$ cat src/rtl/cam_pkg.sv
// Shared state encoding, quarter-phase and bus-operation codes for the camera init sequencer.
package cam_pkg;
  typedef enum logic [3:0] {
    S_IDLE, S_PWR, S_BOOT, S_FETCH, S_START, S_BYTE, S_STOP, S_GAP, S_FIN
  } state_t;

  localparam logic [15:0] TBL_END      = 16'hFFFF;
  localparam logic [7:0]  DEV_ADDR_DEF = 8'h42;

  localparam logic [1:0] Q0 = 2'd0;
  localparam logic [1:0] Q1 = 2'd1;
  localparam logic [1:0] Q2 = 2'd2;
  localparam logic [1:0] Q3 = 2'd3;

  localparam logic [1:0] K_START = 2'd0;
  localparam logic [1:0] K_BYTE  = 2'd1;
  localparam logic [1:0] K_STOP  = 2'd2;
endpackage

$ cat src/rtl/sccb_byte_tx.sv
// SCCB START/BYTE/STOP engine with quarter-bit divider; one op per go, rdy high when idle.
// Op takes 4 quarters (START/STOP) or 36 quarters (BYTE); go is only accepted while rdy.
module sccb_byte_tx
  import cam_pkg::*;
#(
  parameter int CLK_HZ  = 48000000,
  parameter int SCCB_HZ = 100000
) (
  input  logic       clk,
  input  logic       rst,
  input  logic       go,
  input  logic [1:0] kind,
  input  logic [7:0] byte_dat,
  input  logic       sda_in,
  output logic       rdy,
  output logic       nak,
  output logic       scl_oe,
  output logic       sda_oe
);
  // DIV must come out >= 1 for the chosen clock and bus rates.
  localparam int          DIV    = CLK_HZ / (4 * SCCB_HZ);
  localparam logic [31:0] DIV_M1 = 32'(DIV - 1);

  logic        active;
  logic [31:0] qcnt;
  logic [1:0]  qph;
  logic [3:0]  bitn;
  logic [7:0]  sh;
  logic [1:0]  kind_q;
  logic        tick;

  assign tick = (qcnt == DIV_M1);
  assign rdy  = ~active;

  always_ff @(posedge clk or posedge rst) begin
    if (rst) begin
      active <= 1'b0;
      qcnt   <= '0;
      qph    <= Q0;
      bitn   <= '0;
      sh     <= '0;
      kind_q <= K_START;
      nak    <= 1'b0;
      scl_oe <= 1'b0;
      sda_oe <= 1'b0;
    end else if (!active) begin
      if (go) begin
        active <= 1'b1;
        qcnt   <= '0;
        qph    <= Q0;
        bitn   <= '0;
        sh     <= byte_dat;
        kind_q <= kind;
      end
    end else begin
      qcnt <= tick ? '0 : qcnt + 32'd1;
      if (tick) begin
        qph <= qph + 2'd1;
        case (kind_q)
          K_START: begin
            case (qph)
              Q0: begin scl_oe <= 1'b0; sda_oe <= 1'b0; end
              Q1: sda_oe <= 1'b1;
              Q3: begin scl_oe <= 1'b1; active <= 1'b0; end
              default: ;
            endcase
          end
          K_BYTE: begin
            case (qph)
              // Ninth bit: release SDA so the slave can answer.
              Q0: begin scl_oe <= 1'b1; sda_oe <= (bitn == 4'd8) ? 1'b0 : ~sh[7]; end
              Q1: scl_oe <= 1'b0;
              Q2: if (bitn == 4'd8) nak <= sda_in;
              Q3: begin
                scl_oe <= 1'b1;
                if (bitn == 4'd8) begin
                  active <= 1'b0;
                end else begin
                  bitn <= bitn + 4'd1;
                  sh   <= {sh[6:0], 1'b0};
                end
              end
              default: ;
            endcase
          end
          K_STOP: begin
            case (qph)
              Q0: sda_oe <= 1'b1;
              Q1: scl_oe <= 1'b0;
              Q3: begin sda_oe <= 1'b0; active <= 1'b0; end
              default: ;
            endcase
          end
          default: active <= 1'b0;
        endcase
      end
    end
  end
endmodule

$ cat src/rtl/cam_sccb_init.sv
// Camera power/reset/boot sequencer that writes an external (reg,val) table over SCCB; start ignored while busy.
// Optional NAK abort (sets err, STOP, finish with done=0) when SCCB_ACK_CHECK_EN is defined.
module cam_sccb_init
  import cam_pkg::*;
#(
  parameter int          CLK_HZ       = 48000000,
  parameter int          SCCB_HZ      = 100000,
  parameter logic [7:0]  DEV_ADDR     = DEV_ADDR_DEF,
  parameter int          RESET_CYCLES = 48000,
  parameter int          BOOT_CYCLES  = 480000,
  parameter int          GAP_CYCLES   = 4800
) (
  input  logic        clk,
  input  logic        rst,
  input  logic        start,
  output logic        busy,
  output logic        done,
  output logic        err,
  output logic        cam_pwdn,
  output logic        cam_reset_n,
  output logic        scl_oe,
  output logic        sda_oe,
  input  logic        sda_in,
  output logic [7:0]  tbl_addr,
  input  logic [15:0] tbl_data
);
  localparam logic [31:0] RESET_M1 = 32'(RESET_CYCLES - 1);
  localparam logic [31:0] BOOT_M1  = 32'(BOOT_CYCLES - 1);
  localparam logic [31:0] GAP_M1   = 32'(GAP_CYCLES - 1);

  state_t      state_q, state_d;
  logic [31:0] cnt;
  logic [15:0] tbl_q;
  logic [1:0]  byte_idx;
  logic        op_sent, abort_q, err_q;
  logic        go, rdy, nak, op_done, ack_fail;
  logic [1:0]  kind;
  logic [7:0]  byte_dat;

  assign op_done = op_sent & rdy;

`ifdef SCCB_ACK_CHECK_EN
  assign ack_fail = nak;
  assign err      = err_q;
`else
  logic unused_nak;
  assign unused_nak = nak ^ err_q;
  assign ack_fail   = 1'b0;
  assign err        = 1'b0;
`endif

  always_comb begin
    state_d  = state_q;
    go       = 1'b0;
    kind     = K_BYTE;
    byte_dat = DEV_ADDR;
    case (state_q)
      S_IDLE:  if (start) state_d = S_PWR;
      S_PWR:   if (cnt == RESET_M1) state_d = S_BOOT;
      S_BOOT:  if (cnt == BOOT_M1) state_d = S_FETCH;
      S_FETCH: if (cnt == 32'd1) state_d = (tbl_data == TBL_END) ? S_FIN : S_START;
      S_START: begin
        kind = K_START;
        go   = ~op_sent & rdy;
        if (op_done) state_d = S_BYTE;
      end
      S_BYTE: begin
        case (byte_idx)
          2'd0:    byte_dat = DEV_ADDR;
          2'd1:    byte_dat = tbl_q[15:8];
          default: byte_dat = tbl_q[7:0];
        endcase
        go = ~op_sent & rdy;
        if (op_done && (ack_fail || byte_idx == 2'd2)) state_d = S_STOP;
      end
      S_STOP: begin
        kind = K_STOP;
        go   = ~op_sent & rdy;
        if (op_done) state_d = abort_q ? S_FIN : S_GAP;
      end
      S_GAP:   if (cnt == GAP_M1) state_d = (tbl_addr == 8'hFF) ? S_FIN : S_FETCH;
      S_FIN:   state_d = S_IDLE;
      default: state_d = S_IDLE;
    endcase
  end

  always_ff @(posedge clk or posedge rst) begin
    if (rst) begin
      state_q     <= S_IDLE;
      cnt         <= '0;
      busy        <= 1'b0;
      done        <= 1'b0;
      err_q       <= 1'b0;
      cam_pwdn    <= 1'b1;
      cam_reset_n <= 1'b0;
      tbl_addr    <= '0;
      tbl_q       <= '0;
      byte_idx    <= '0;
      op_sent     <= 1'b0;
      abort_q     <= 1'b0;
    end else begin
      state_q <= state_d;
      cnt     <= (state_d != state_q) ? '0 : cnt + 32'd1;
      if (go) op_sent <= 1'b1;
      else if (op_done) op_sent <= 1'b0;
      case (state_q)
        S_IDLE: if (start) begin
          done        <= 1'b0;
          err_q       <= 1'b0;
          busy        <= 1'b1;
          tbl_addr    <= '0;
          abort_q     <= 1'b0;
          cam_pwdn    <= 1'b0;
          cam_reset_n <= 1'b0;
        end
        S_PWR:   if (state_d == S_BOOT) cam_reset_n <= 1'b1;
        S_FETCH: begin
          byte_idx <= '0;
          if (cnt == 32'd1) tbl_q <= tbl_data;
        end
        S_BYTE: if (op_done) begin
          byte_idx <= byte_idx + 2'd1;
          if (ack_fail) begin
            err_q   <= 1'b1;
            abort_q <= 1'b1;
          end
        end
        S_GAP: if (state_d == S_FETCH) tbl_addr <= tbl_addr + 8'd1;
        S_FIN: begin
          busy <= 1'b0;
          done <= ~abort_q;
        end
        default: ;
      endcase
    end
  end

  sccb_byte_tx #(
    .CLK_HZ  (CLK_HZ),
    .SCCB_HZ (SCCB_HZ)
  ) u_tx (
    .clk      (clk),
    .rst      (rst),
    .go       (go),
    .kind     (kind),
    .byte_dat (byte_dat),
    .sda_in   (sda_in),
    .rdy      (rdy),
    .nak      (nak),
    .scl_oe   (scl_oe),
    .sda_oe   (sda_oe)
  );
endmodule

$ cat config.mk
export PLATFORM = sky130hd
export DESIGN_NAME = cam_sccb_init
export DESIGN_NICKNAME = d
export VERILOG_FILES = /design/src/rtl/cam_pkg.sv /design/src/rtl/sccb_byte_tx.sv /design/src/rtl/cam_sccb_init.sv
export SDC_FILE = /design/constraint.sdc
export NUM_CORES = 1
export LEC_CHECK = 0
export CAP_MARGIN = 5
export CORE_MARGIN = 3
export CORE_UTILIZATION = 40
export CTS_CLUSTER_SIZE = 14
export DETAILED_ROUTE_END_ITERATION = 12
export DONT_BUFFER_PORTS = 1
export PLACE_DENSITY = 0.62
export SYNTH_ARGS = -nofsm -noshare
export SYNTH_HDL_FRONTEND = slang
export SYNTH_HIERARCHICAL = 1
export SYNTH_SLANG_ARGS = --single-unit
$ cat constraint.sdc
create_clock -name clk -period 7.7 [get_ports clk]
set_clock_uncertainty 0.2 [all_clocks]
set_input_delay 0.385 -clock clk [delete_from_list [all_inputs] [get_ports clk]]
set_output_delay 0.385 -clock clk [all_outputs]
set_load 0.01 [all_outputs]
==> results by group, run 1 <==
Finish
  – Layout cells sized above 1: 0.155
  – Area delta synth->final: 13.3%
  – Most frequent cells in the layout: dfrtp_1, nand2_1, nand3_1
  – Most common cell after layout, fill and taps aside: dfrtp_1
  – Nets: roughly 740
  – Diodes inserted: 0

Timing
  – Fin crit share: 0.527
  – Min Hold Slack: 0.0784 ns
  – Max Clk Rate: 246 MHz
  – RSZ-0062 raised after global routing: no
  – Hold Vio Cnt, Final: 0
  – Slew Limit Headroom: 0.257
  – Final min period: about 4 ns
  – Max-slew violations: 0
  – Final setup viols: 0
  – Worst-Margin Slew: 1.11 ns
  – TNS Setup: 0 ns

Route
  – Final antenna-violating net count: 0
  – Final WL: about 15 mm
  – Wire length on met1: ~7 mm
  – Highest Signal Layer: met4
  – DRC viols: 0
  – Via count: 5,485
  – Met2 WL post-DR: 7.60 mm
  – Via density: slightly below 6
  – Starting DRT DRC Count: about 270
  – Drt wl/cell: 16.4 µm
  – WL met3: ~660 µm
  – TritonRoute pass-1 iters: 7

GRT
  – GRT Total Usage: 0.171
  – Vias in the first global route: roughly 5,400
  – Gr ovfl total: 0
  – Pin count of the biggest net entering global routing: between 60 and 70
  – First-pass GRT wire length: approximately 26 mm
  – Initial antenna violation count: 0

Die
  – IO Pins: 35
  – Core area: roughly 17,000 µm²
  – DIE AREA: roughly 19,000 µm²
  – Die Ht: ~140 µm
  – Row Count: between 40 and 50
  – Die width: roughly 140 µm
  – Starting Density: 0.409

Power
  – Cell Pwr Density: ~200 nW/µm²
  – Static leakage: approximately 3 nW
  – VDD IR max: approximately 150 µV

Clock network
  – Clk root buf: clkbuf_16
  – Sink Count: approximately 120
  – Post-CTS setup buffer count: 0
  – CTS H-tree depth: 4
  – CTS Buffer Depth: 2
  – Num CTS Buffers: 17
  – CTS clk-pin slew, worst paths: approximately 0.060 ns
  – CTS tree: yes
  – Hold buffers post-CTS: 18
  – Post-cts sizing count: 0
  – Clock latency on the worst-skew pair: 0.41 ns

Critical path
  – Setup crit start kind: flip-flop
  – WP data arrival: about 4.1 ns
  – Crit. End Element: flip-flop
  – Cell Chain, Critical Path: nor2b_1 -> nand2_1 -> o221ai_1 -> a211o_1 -> o211ai_1 -> buf_4 -> a211oi_1
  – Reg2Reg Setup Slack: roughly 3.6 ns
  – WS Path Type: flip-flop to flip-flop
  – WP data required: approximately 7.7 ns
  – Slowest cell on the critical path: dfrtp_2
  – Crit path max fanout: 42
  – CP peak stage delay: about 1.1 ns

Synth
  – Net count after synthesis: about 730
  – Cells after Synth: approximately 700
  – Post-Syn Area: around 6800 µm²
  – Mean post-synth cell area: approximately 9.8 µm²
  – Ys Warns: 6

Placed design
  – Buffers on Ports: 0
  – Post-DP HPWL: between 10 and 15 mm
  – Routability cong.: about 0.86

Hold path
  – Hold Crit Class: input pin to flip-flop

Flow run
  – Max cap viols: 0

Run status
  – Status: completed
## final timing paths
path / start / endpoint / cells past startpoint
setup / recovery: state_q[3] / cnt[31] / 7
hold / removal: tbl_data[2] / state_q[3] / 4
setup reg to reg: state_q[3] / cnt[31] / 7
hold reg to reg: u_tx/sh[7] / u_tx/sh[7] / 1
max in group asynchronous: rst / u_tx/qcnt[31] / 2
min in group asynchronous: rst / cnt[16] / 3
## cell type report
| type | instances | area, µm² |
|---|---|---|
| Fill cell | 1523 | 8920 |
| Multi-Input combinational cell | 515 | 3560 |
| Sequential cell | 118 | 2960 |
| Clock buffer | 17 | 425 |
| Tap cell | 220 | 275 |
| Timing Repair Buffer | 23 | 218 |
| Clock inverter | 15 | 169 |
| Inverter | 30 | 113 |
## report_power, final
group          total, mW  internal [mW]  switching, mW
clock network      0.794          0.484          0.310
logic             0.0870         0.0349         0.0521
registers          0.651          0.632         0.0192
## metal layers
metal,vias up,GRT usage
met5,-,0
met4,0,0.0470
met3,14,0.0301
met2,129,0.282
met1,2697,0.232
li1,2645,-
## state kept, by name, summed over array words and instances, names as in the netlist, 2 cells and up
name and cells:
u_tx/qcnt 32, u_tx/qph 2, cnt 32, u_tx/sh 8, tbl_q 16, u_tx/bitn 4
tbl_addr 8, u_tx/kind_q 2, state_q 4, byte_idx 2
## through the flow
| step | util | instance area, µm² | cells | total power [mW] | setup slack [ns] |
|---|---|---|---|---|---|
| 4_1_cts | 0.464 | 7720 | 938 | 1.55 | 3.65 |
| 3_3_place_gp | 0.417 | 6940 | 888 | 0.739 | 3.82 |
| 5_1_grt | 0.464 | 7720 | 938 | 1.59 | 3.41 |
| 3_5_place_dp | 0.417 | 6940 | 888 | 0.743 | 3.65 |
| 2_1_floorplan | - | 6810 | 697 | 0.722 | 4.92 |
| 6_report | 0.464 | 7720 | 938 | 1.53 | 3.64 |
## critical path: cells and delay by family (launching register included)
kind	cells	cell delay (ns)
AO/OA/AOI/OAI	4	1.52
flip-flops	1	1.07
AND/OR/NAND/NOR	2	0.57
buffers and inverters	1	0.50
No activity file was read; power rests on OpenSTA's default activity.
==> run 2, diff against run 1 <==
PLACE_DENSITY = 0.64   (was 0.62)
clock period = 3.3 ns   (was 7.7 ns; I/O delays follow)
==> results by group, run 2 (synthesized netlist as in run 1, its figures left out) <==
Run status
  – Status: completed

Timing
  – Hold Vio Cnt, Final: 0
  – Worst-Margin Slew: approximately 1.1 ns
  – Fin crit share: 0.919
  – TNS Setup: 0 ns
  – Max-slew violations: 0
  – Final setup viols: 0
  – Final setup margin: around 0.27 ns
  – RSZ-0062 raised after global routing: no
  – Max Clk Rate: between 300 and 400 MHz
  – Slew Limit Headroom: 0.283
  – Final min period: 3.03 ns

Critical path
  – WP data arrival: 3.16 ns
  – Worst r2r src: cnt[23]
  – Crit. End Element: flip-flop
  – Crit path max fanout: 24
  – Setup crit start kind: flip-flop
  – Worst Setup SP: cnt[23]
  – WS Path Type: flip-flop to flip-flop
  – WP data required: roughly 3.4 ns

Clock network
  – CTS H-tree depth: 4
  – Num CTS Buffers: 17
  – CTS clk-pin slew, worst paths: 0.05 ns
  – Sink Count: 118
  – CTS tree: yes
  – Clk root buf: clkbuf_16
  – Clock latency on the worst-skew pair: between 0.4 and 0.5 ns
  – Post-cts sizing count: 0
  – CTS Buffer Depth: 2

Route
  – Drt wl/cell: 16.5 µm
  – Via density: a little under 6
  – Starting DRT DRC Count: between 200 and 300
  – Final antenna-violating net count: 0
  – TritonRoute pass-1 iters: 7
  – Final WL: 15.7 mm
  – DRC viols: 0
  – Via count: 5,549

Finish
  – Most common cell after layout, fill and taps aside: dfrtp_1
  – Area delta synth->final: 14.1%
  – Top Registers: cnt: 32 flops, u_tx/qcnt: 32 flops, tbl_q: 16 flops
  – Multi-input gate area: ~3600 µm²
  – Layout cells sized above 1: 0.168
  – Final cell count without fillers: 951
  – Register Area: approximately 3000 µm²
  – Nets: between 700 and 800
  – Fill cell count: roughly 1,500
  – Diodes inserted: 0
  – Most frequent cells in the layout: dfrtp_1, nand2_1, nand3_1

Die
  – Die Ht: about 140 µm
  – IO Pins: 35
  – Die width: 137 µm
  – Row Count: 47
  – Starting Density: 0.409
  – Core area: ~17,000 µm²
  – DIE AREA: approximately 19,000 µm²

GRT
  – GRT Total Usage: 0.178
  – Vias in the first global route: between 5,000 and 6,000
  – Gr ovfl total: 0
  – First-pass GRT wire length: 27.1 mm
  – Initial antenna violation count: 0
  – Pin count of the biggest net entering global routing: 52

Placed design
  – Post-DP HPWL: around 11 mm
  – Placed Instances: 901
  – Buffers on Ports: 0
  – Routability cong.: 0.860
  – Worst slack at placement: about 0.31 ns

Power
  – Cell Pwr Density: approximately 440 nW/µm²
  – Static leakage: around 3.1 nW
  – VDD IR max: approximately 410 µV

Flow run
  – Max cap viols: 0

Hold path
  – Hold Crit Class: input pin to async pin
## run 2: cell types whose count changed in the layout (fill, tap and decap cells not counted)
cell,change
bufinv_16,-1
inv_6,-7
clkinv_2,+7
buf_12,+1
clkbuf_1,+1
buf_4,+12
## run 2: critical path, cell delays in order (launching register included)
cell,delay [ns]
dfrtp_1,0.40
nor4_1,0.47
nand3_1,0.36
nand4b_1,0.31
a211o_1,0.29
or3_1,0.36
buf_4,0.27
a211oi_2,0.25
## run 2: repair_timing
item	4_1_cts	5_1_grt
hold buffers	18	0
buffers inserted	0	0
endpoints found under the hold margin	137	0
## run 2: per-layer routing
metal	vias to the layer above	global-route usage	routed length, µm
met5	-	0	0
met4	0	0.0677	261
met3	26	0.0438	638
met2	124	0.285	7640
met1	2743	0.234	7180
li1	2656	-	-
## run 2: path summary, 6_finish.rpt
| path | to | slack [ns] | depth (start not counted) |
|---|---|---|---|
| min reg2reg | u_tx/qcnt[19] | 0.29 | 1 |
| max in group asynchronous | u_tx/qcnt[27] | 1.89 | 2 |
| max | cnt[16] | 0.27 | 7 |
| min | cnt[14] | 0.06 | 2 |
| max reg2reg | cnt[16] | 0.27 | 7 |
| min in group clk | tbl_q[4] | 0.27 | 2 |
## run 2: power by group
group	switching, mW	internal, mW	leakage (nW)
Clock	0.668	1.02	0.261
Combinational	0.130	0.0902	1.20
Sequential	0.0408	1.48	1.63
Total	0.839	2.59	3.09
## run 2: stage by stage
step | utilization | instance area (µm²) | total power, mW | hold WS (ns)
6_report | 0.467 | 7780 | 3.43 | 0.0586
5_1_grt | 0.467 | 7780 | 3.56 | 0.0792
2_1_floorplan | - | 6810 | 1.68 | 0.117
4_1_cts | 0.467 | 7780 | 3.46 | 0.0610
3_5_place_dp | 0.424 | 7050 | 1.74 | -0.139
3_3_place_gp | 0.424 | 7050 | 1.73 | -0.144
## run 2: final cells by class
class                           instances  area share
Multi-Input combinational cell        515       0.458
Sequential cell                       118       0.380
Clock buffer                           18      0.0552
Timing Repair Buffer                   36      0.0422
Tap cell                              220      0.0354
Clock inverter                         14      0.0145
Inverter                               30      0.0145
